$ cat config.mk
export PLATFORM = sky130hd
export DESIGN_NAME = display_box_overlay
export DESIGN_NICKNAME = d
export VERILOG_FILES = /design/src/rtl/display_box_overlay.sv
export SDC_FILE = /design/constraint.sdc
export NUM_CORES = 2
export LEC_CHECK = 0
export CAP_MARGIN = 25
export CELL_PAD_IN_SITES_DETAIL_PLACEMENT = 1
export CELL_PAD_IN_SITES_GLOBAL_PLACEMENT = 1
export CORE_MARGIN = 2
export CORE_UTILIZATION = 32
export DETAILED_ROUTE_END_ITERATION = 16
export DONT_BUFFER_PORTS = 1
export GPL_TIMING_DRIVEN = 0
export MAX_ROUTING_LAYER = met4
export PLACE_DENSITY_LB_ADDON = 0.1
export SYNTH_ARGS = -nofsm -noshare
export SYNTH_HDL_FRONTEND = slang
export SYNTH_SLANG_ARGS = --single-unit
$ cat constraint.sdc
create_clock -name pixelclk -period 5.47 [get_ports pixelclk]
set_clock_uncertainty 0.15 [all_clocks]
set_input_delay 0.547 -clock pixelclk [delete_from_list [all_inputs] [get_ports pixelclk]]
set_output_delay 0.547 -clock pixelclk [all_outputs]
set_load 0.01 [all_outputs]
$ cat src/rtl/display_box_overlay.sv
// Multi-box rectangle outline overlay on a pixel stream, fixed latency of 2 cycles.
// Optional interior 50% blend fill enabled by defining DISPLAY_BOX_OVERLAY_FILL_EN.
module display_box_overlay #(
  parameter int NUM_BOX = 4,
  parameter int CW      = 12,
  parameter int DW      = 24,
  parameter int LINE_W  = 2,
  parameter bit VS_POL  = 1'b1
) (
  input  logic          pixelclk,
  input  logic          reset,
  input  logic [DW-1:0] i_rgb,
  input  logic          i_hsync,
  input  logic          i_vsync,
  input  logic          i_de,
  input  logic [CW-1:0] i_hcount,
  input  logic [CW-1:0] i_vcount,
  input  logic          cfg_we,
  input  logic [2:0]    cfg_idx,
  input  logic          cfg_en,
  input  logic [CW-1:0] cfg_hl,
  input  logic [CW-1:0] cfg_hr,
  input  logic [CW-1:0] cfg_vl,
  input  logic [CW-1:0] cfg_vr,
  input  logic [DW-1:0] cfg_color,
`ifdef DISPLAY_BOX_OVERLAY_FILL_EN
  input  logic          cfg_fill,
`endif
  output logic [DW-1:0] o_rgb,
  output logic          o_hsync,
  output logic          o_vsync,
  output logic          o_de,
  output logic [7:0]    o_frame
);

  typedef struct packed {
    logic          en;
`ifdef DISPLAY_BOX_OVERLAY_FILL_EN
    logic          fill;
`endif
    logic [CW-1:0] hl;
    logic [CW-1:0] hr;
    logic [CW-1:0] vl;
    logic [CW-1:0] vr;
    logic [DW-1:0] color;
  } box_t;

  localparam logic [CW:0] EXT_W  = (CW+1)'(LINE_W - 1);
  localparam logic [CW:0] CO_MAX = {1'b0, {CW{1'b1}}};

  function automatic logic [CW:0] ext(input logic [CW-1:0] c);
    return {1'b0, c};
  endfunction

  // Outer edge bounds widened by the line thickness, clamped to the coordinate range.
  function automatic logic [CW:0] lo_bound(input logic [CW-1:0] c);
    if (ext(c) >= EXT_W) return ext(c) - EXT_W;
    return '0;
  endfunction

  function automatic logic [CW:0] hi_bound(input logic [CW-1:0] c);
    logic [CW:0] s;
    s = ext(c) + EXT_W;
    if (s > CO_MAX) return CO_MAX;
    return s;
  endfunction

  function automatic logic in_rng(input logic [CW:0] x, lo, hi);
    return (lo <= x) && (x <= hi);
  endfunction

  function automatic logic box_valid(input box_t b);
    return b.en && (b.hl <= b.hr) && (b.vl <= b.vr);
  endfunction

  function automatic logic edge_hit(input box_t b, input logic [CW:0] h, v);
    logic vert, horz;
    vert = in_rng(v, ext(b.vl), ext(b.vr)) &&
           (in_rng(h, lo_bound(b.hl), ext(b.hl)) || in_rng(h, ext(b.hr), hi_bound(b.hr)));
    horz = in_rng(h, ext(b.hl), ext(b.hr)) &&
           (in_rng(v, lo_bound(b.vl), ext(b.vl)) || in_rng(v, ext(b.vr), hi_bound(b.vr)));
    return box_valid(b) && (vert || horz);
  endfunction

`ifdef DISPLAY_BOX_OVERLAY_FILL_EN
  function automatic logic fill_hit(input box_t b, input logic [CW:0] h, v);
    return box_valid(b) && b.fill && (ext(b.hl) < h) && (h < ext(b.hr)) &&
           (ext(b.vl) < v) && (v < ext(b.vr));
  endfunction

  function automatic logic [DW-1:0] blend(input logic [DW-1:0] a, input logic [DW-1:0] c);
    logic [DW-1:0] o;
    o = '0;
    for (int k = 0; k < DW/8; k++)
      o[k*8 +: 8] = {1'b0, a[k*8+1 +: 7]} + {1'b0, c[k*8+1 +: 7]};
    return o;
  endfunction
`endif

  box_t sh_q  [NUM_BOX];
  box_t sh_d  [NUM_BOX];
  box_t act_q [NUM_BOX];
  box_t act_d [NUM_BOX];
  box_t wr_box;

  logic       vsa_q;
  logic       commit;
  logic [7:0] frame_q, frame_d;

  logic [NUM_BOX-1:0] hit_d, hit_p1_q;
  logic [NUM_BOX-1:0] fill_d, fill_p1_q;
  logic [DW-1:0]      rgb_p1_q, rgb_p2_d, rgb_p2_q;
  logic               hs_p1_q, vs_p1_q, de_p1_q;
  logic               hs_p2_q, vs_p2_q, de_p2_q;

  always_comb begin
    wr_box       = '0;
    wr_box.en    = cfg_en;
`ifdef DISPLAY_BOX_OVERLAY_FILL_EN
    wr_box.fill  = cfg_fill;
`endif
    wr_box.hl    = cfg_hl;
    wr_box.hr    = cfg_hr;
    wr_box.vl    = cfg_vl;
    wr_box.vr    = cfg_vr;
    wr_box.color = cfg_color;
  end

  // Commit: shadow set becomes active on the cycle vsync enters its active level.
  always_comb begin
    commit  = (i_vsync == VS_POL) && !vsa_q;
    frame_d = frame_q + 8'(commit);
    sh_d    = sh_q;
    act_d   = act_q;
    if (commit) act_d = sh_q;
    for (int i = 0; i < NUM_BOX; i++)
      if (cfg_we && (cfg_idx == 3'(i))) sh_d[i] = wr_box;
  end

  always_comb begin
    hit_d  = '0;
    fill_d = '0;
    for (int i = 0; i < NUM_BOX; i++) begin
      hit_d[i] = edge_hit(act_q[i], ext(i_hcount), ext(i_vcount));
`ifdef DISPLAY_BOX_OVERLAY_FILL_EN
      fill_d[i] = fill_hit(act_q[i], ext(i_hcount), ext(i_vcount));
`endif
    end
  end

  // Descending scans so the lowest index is applied last; edges override any fill.
  always_comb begin
    rgb_p2_d = rgb_p1_q;
    if (de_p1_q) begin
`ifdef DISPLAY_BOX_OVERLAY_FILL_EN
      for (int i = NUM_BOX-1; i >= 0; i--)
        if (fill_p1_q[i]) rgb_p2_d = blend(rgb_p1_q, act_q[i].color);
`endif
      for (int i = NUM_BOX-1; i >= 0; i--)
        if (hit_p1_q[i]) rgb_p2_d = act_q[i].color;
    end
  end

  always_ff @(posedge pixelclk) begin
    if (reset) begin
      for (int i = 0; i < NUM_BOX; i++) begin
        sh_q[i]  <= '0;
        act_q[i] <= '0;
      end
      vsa_q     <= 1'b0;
      frame_q   <= '0;
      hit_p1_q  <= '0;
      fill_p1_q <= '0;
      rgb_p1_q  <= '0;
      hs_p1_q   <= 1'b0;
      vs_p1_q   <= 1'b0;
      de_p1_q   <= 1'b0;
      rgb_p2_q  <= '0;
      hs_p2_q   <= 1'b0;
      vs_p2_q   <= 1'b0;
      de_p2_q   <= 1'b0;
    end else begin
      sh_q      <= sh_d;
      act_q     <= act_d;
      vsa_q     <= (i_vsync == VS_POL);
      frame_q   <= frame_d;
      // stage 1: hit vectors and delayed input
      hit_p1_q  <= hit_d;
      fill_p1_q <= fill_d;
      rgb_p1_q  <= i_rgb;
      hs_p1_q   <= i_hsync;
      vs_p1_q   <= i_vsync;
      de_p1_q   <= i_de;
      // stage 2: priority-muxed colour
      rgb_p2_q  <= rgb_p2_d;
      hs_p2_q   <= hs_p1_q;
      vs_p2_q   <= vs_p1_q;
      de_p2_q   <= de_p1_q;
    end
  end

  assign o_rgb   = rgb_p2_q;
  assign o_hsync = hs_p2_q;
  assign o_vsync = vs_p2_q;
  assign o_de    = de_p2_q;
  assign o_frame = frame_q;

endmodule

# After elaboration in Yosys (flattened, before gate mapping)
# Index checks and enable logic that the tools add are counted.
# totals
register_bits,650
in_bits,130
output_inout_bits,35
elab_cells,266
# op_classes
addsub,17
n_lt_le_gt_ge,72
eq_ne,3
muxes,53
n_reduce_logical,63
# op_table
op,n
12-bit <= comparator,40
13-bit 2-to-1 mux,32
24-bit 2-to-1 mux,5
"12-bit by 1-bit adder with 13-bit output, second input constant",8
"13-bit by 12-bit greater-than comparator with 1-bit output, second input constant",8
12-bit by 13-bit <= comparator with 1-bit output,8
13-bit by 12-bit <= comparator with 1-bit output,8
"12-bit by 1-bit subtractor with 13-bit output, second input constant",8
"12-bit by 1-bit greater-or-equal comparator with 1-bit output, second input constant",8
1-bit logical AND,49
1-bit 2-to-1 mux,16
1-bit logical OR,12
8-bit by 1-bit adder with 8-bit output,1
"3-bit by 2-bit equality test with 1-bit output, second input constant",2
"3-bit by 1-bit equality test with 1-bit output, second input constant",1
3-bit logical NOT,1
1-bit logical NOT,1

# Depth between registers and ports, before layout
# depth
ltp_word,10
mapped_depth,18
mapped_depth_nobuf,18

# Worst setup path before layout
# Ideal clock, no wire load.
# synth_timing
kind,flip-flop to flip-flop
from,register act_q[97] in the netlist's numbering
to,register hit_p1_q[2]
setup_ps,86
arrival_ps,3740
required_ps,5234
path_slack_ps,1493
stages_incl_launch_ff,14
n_path_buf,0
period_less_slack_ps,3977
cell_sequence,dfxtp_1 -> inv_1 -> ha_1 -> nor3_1 -> nand2_1 -> a2111oi_2 -> nor2_1 -> ha_1 -> nand4_1 -> or4_1 -> and3_1 -> a222oi_1 -> o221ai_2 -> a221oi_2
# synth_between
elab_chain_len,10
word_cells_on_any_way,16
classes_between,add/sub (1); order compare (5); mux (2); reduce/logical (8)
# synth_lines
item,line_no,text
start: declaration,102,box_t act_q [NUM_BOX];
start signal: assignment,184,act_q <= act_d;
12-bit by 1-bit adder with 13-bit output,63,s = ext(c) + EXT_W;
13-bit by 12-bit greater-than comparator with 1-bit output,64,if (s > CO_MAX) return CO_MAX;
1-bit 2-to-1 mux,64,
13-bit 2-to-1 mux,65,return s;
12-bit by 13-bit <= comparator with 1-bit output,69,return (lo <= x) && (x <= hi);
1-bit logical AND,69,
1-bit logical OR,81,"(in_rng(v, lo_bound(b.vl), ext(b.vl)) || in_rng(v, ext(b.vr), hi_bound(b.vr)));"
1-bit logical AND,80,"horz = in_rng(h, ext(b.hl), ext(b.hr)) &&"
1-bit logical OR,82,return box_valid(b) && (vert || horz);
1-bit logical AND *,82,
end signal: assignment,188,hit_p1_q <= hit_d;
end: declaration,110,"logic [NUM_BOX-1:0] hit_d, hit_p1_q;"
# Mark *: on every way between the ends. The rest lies on a longest branch, timed or not.
# A chain may end at the register's enable or synchronous reset.

# Worst setup path in the final report
# layout_timing
from,register act_q[50] in the netlist's numbering
to,register hit_p1_q[3]
# layout_between
elab_chain_len,10
word_cells_on_any_way,17
classes_between,add/sub (1); order compare (5); mux (2); reduce/logical (9)
# layout_lines
item,line_no,text
12-bit by 1-bit adder with 13-bit output,63,
13-bit by 12-bit greater-than comparator with 1-bit output,64,
1-bit 2-to-1 mux,64,
13-bit 2-to-1 mux,65,
12-bit by 13-bit <= comparator with 1-bit output,69,
1-bit logical AND,69,
1-bit logical OR,79,"(in_rng(h, lo_bound(b.hl), ext(b.hl)) || in_rng(h, ext(b.hr), hi_bound(b.hr)));"
1-bit logical AND,78,"vert = in_rng(v, ext(b.vl), ext(b.vr)) &&"
1-bit logical OR,82,
1-bit logical AND *,82,
# Marks and branches as above.

==> run metrics <==
CTS tree yes; pwr dens 264 nW/µm²; WL/cell 23.7 µm; Synth Flop Type dfxtp_1; first-pass GRT wire length 242 mm; r2r setup slk 260 ps; VDD IR max 252 µV; WHS Endpoint act_q[254]; Hold Path Depth 2; area grow syn2layout 15.3%; setup bufs post-CTS 0; Gate Count Post-Synth 5038; Max FO, Critical Path 10; post-route setup TNS 0 ps; Final Hold Viols 0; IO Count 165; Rows 126; static leakage 16.3 nW; gpl congestion 0.884; Fillers 14518; CTS max path bufs 3; reg-to-reg endpoint hit_p1_q[3]; Synth Cell Area 38300 µm²; Initial Util 0.323; Worst slew margin 0.200; vias in the first global route 36832; WS Path Type reg -> reg; fin crit share 0.952; biggest area consumer among synthesized cells dfxtp_1; RSZ-0062 raised after global routing false; largest cells by area after synthesis dfxtp_1, ha_1, nand2_1; Hold Crit Start sh_q[254]; CTS clk-pin slew, worst paths 60 ps; total power 0.0117 W; Worst EP arrival 5670 ps; CP max stage delay 560 ps; Fmax 192 MHz; MaxCap Viol Count 0; CP Data Required Time 5930 ps; vias per std cell 5.27; setup violators final 0; drc violations 0; Post-synth EDFFs 0; Num Clock Sinks 650; most frequent cells in the layout nand2_1, a21oi_1, dfxtp_1; most common cell after layout, fill and taps aside nand2_1; CP Capture Type flop; Inserted Clock Buffers 78; final worst path period need 5210 ps; sequential share of the synthesized area 0.340; latest clock arrival within the worst-skew pair 660 ps; vias 36373; crit path cell chain inv_1, nor3_1, nand2_1, xnor2_1, nor4_1, a31oi_1, nor2_1, nor2b_1, ha_1, a21oi_1, nor2_1, a2111oi_0, a21oi_1, o31ai_1, a32oi_1, o22ai_1, and3_1; FF-to-FF Start act_q[50]; Routed WL 164 mm; synthesized area per cell 7.60 µm²; share of layout cells above drive strength 1 0.0339; met1 Track Usage GR 0.362; Die Wd 350 µm; root buf cell clkbuf_16; gr ovfl total 0; Total GRT Usage 0.273; Net Count, Synth 5682; total die area 122000 µm²; Synth top area share 0.340; IO Port Bufs 0; DP HPWL 124 mm; antenna violations before repair 25; pin count of the biggest net entering global routing 14; status completed; htree depth 3; Yosys warning count 0; met2 Track Usage GR 0.435; Detailed Routing Iterations Pass 1 5; Layout Nets 5873; drt first-iter violations 2123; Final Max Tran Viols 0; GRT Max-Usage Layer met2; R2R cell count 17; Yosys cell types 74; worst min-delay path class reg -> reg; actual slew at the worst max-slew pin 1200 ps; GR Util met3 0.0357; CP Launch Type flop; Slowest-stage cell, CP dfxtp_1; share of flip-flops with an asynchronous set or reset 0; antenna-violating nets left 0; Placeable Area 118000 µm²; post-synthesis register bit count 650; DIE HEIGHT 350 µm
-- kinds of logic (layout without fill, tap and decap cells) --
group / Yosys count / in the layout / share of synthesized area
mux: 57 / 57 / 0.0150
buf+inv: 422 / 669 / 0.0414
compound gates: 1129 / 1129 / 0.166
simple gates: 2134 / 2134 / 0.240
xor+xnor: 132 / 132 / 0.0302
flops: 650 / 650 / 0.340
fa+ha+maj: 514 / 514 / 0.168
other cells: 0 / 12 / 0
-- what timing repair did --
| action | 4_1_cts | 5_1_grt |
|---|---|---|
| gates resized for setup | 1 | 4 |
| gates cloned | 0 | 0 |
| pin swaps | 0 | 0 |
| hold buffers | 100 | 0 |
| endpoints found under the setup margin | 1 | 3 |
| endpoints found under the hold margin | 319 | 0 |
-- layer usage --
| metal | part of all wire | vias to the layer above |
|---|---|---|
| li1 | - | 17759 |
| met3 | 0.048 | 220 |
| met2 | 0.45 | 753 |
| met5 | 0 | - |
| met1 | 0.47 | 17641 |
| met4 | 0.028 | 0 |
-- area by class of cell --
cell class,instances,area (µm²),share of cell area
timing repair buffer,111,1140,0.0260
multi-input combinational,3966,23700,0.538
clock buffer,103,2200,0.0498
clock inverter,33,409,0.00927
buffer,238,903,0.0205
tap,1600,2000,0.0454
sequential,650,13000,0.295
inverter,184,691,0.0157
antenna,12,30.0,0.000681
-- per-stage QoR --
step / setup WS (ps) / hold WS (ps) / utilization / instance area (µm²) / cells
after floorplan: 1490 / 264 / - / 38300 / 5038
after global placement: -693 / 267 / 0.340 / 40300 / 6638
after detailed placement: -16.9 / 277 / 0.342 / 40400 / 6649
after CTS: 156 / 290 / 0.372 / 44100 / 6885
after global routing: 29.6 / 314 / 0.373 / 44100 / 6896
final: 264 / 292 / 0.373 / 44100 / 6897
-- cell usage after synthesis, types with 7 or more instances --
cell / count
nand3_1: 83
a21oi_1: 780
o31ai_1: 27
or2_2: 15
nor4_1: 28
o21ai_0: 126
or4_1: 17
xnor2_1: 113
xor2_1: 19
o22ai_1: 10
a211oi_1: 14
ha_1: 514
clkbuf_1: 223
a21o_1: 54
nand2_1: 1300
a2111oi_0: 19
inv_1: 183
nor3_1: 61
or3_1: 15
nand2b_1: 33
nor2_1: 331
o32a_1: 12
and3_1: 18
and2_1: 7
dfxtp_1: 650
nor2b_1: 80
mux2i_1: 55
buf_1: 13
nand4_1: 117
o211ai_1: 25
nor3b_1: 7
-- worst max-delay path, delay by kind of cell (launching register included) --
family | cells | cell delay, ps
and+or+nand+nor | 7 | 1620
DFF | 1 | 560
AOI/OAI and AO/OA | 7 | 2110
buffers and inverters | 1 | 220
xor gates and xnor gates | 1 | 160
adders and majority gates | 1 | 310
-- power by group --
part | leakage (nW) | total (W) | switching, W | internal, W
clock | 1.27 | 0.00538 | 0.00226 | 0.00313
sequential | 5.26 | 0.00489 | 0.0000726 | 0.00482
combinational | 9.76 | 0.00138 | 0.000922 | 0.000455
-- flip-flops by register name, summed over array words and instances (netlist names), 4 cells and up --
name,cells
o_rgb,24
o_frame,8
act_q,292
rgb_p1_q,24
hit_p1_q,4
sh_q,292
-- how the worst max path moves through the flow --
stage,start,end,cells after the start
floorplan,act_q[97],hit_p1_q[2],13
global placement,act_q[212],hit_p1_q[1],14
detailed placement,act_q[212],hit_p1_q[1],15
CTS,act_q[24],hit_p1_q[3],17
global route,act_q[208],hit_p1_q[1],16
finish,act_q[50],hit_p1_q[3],17
(Power assumes the default switching activity.)
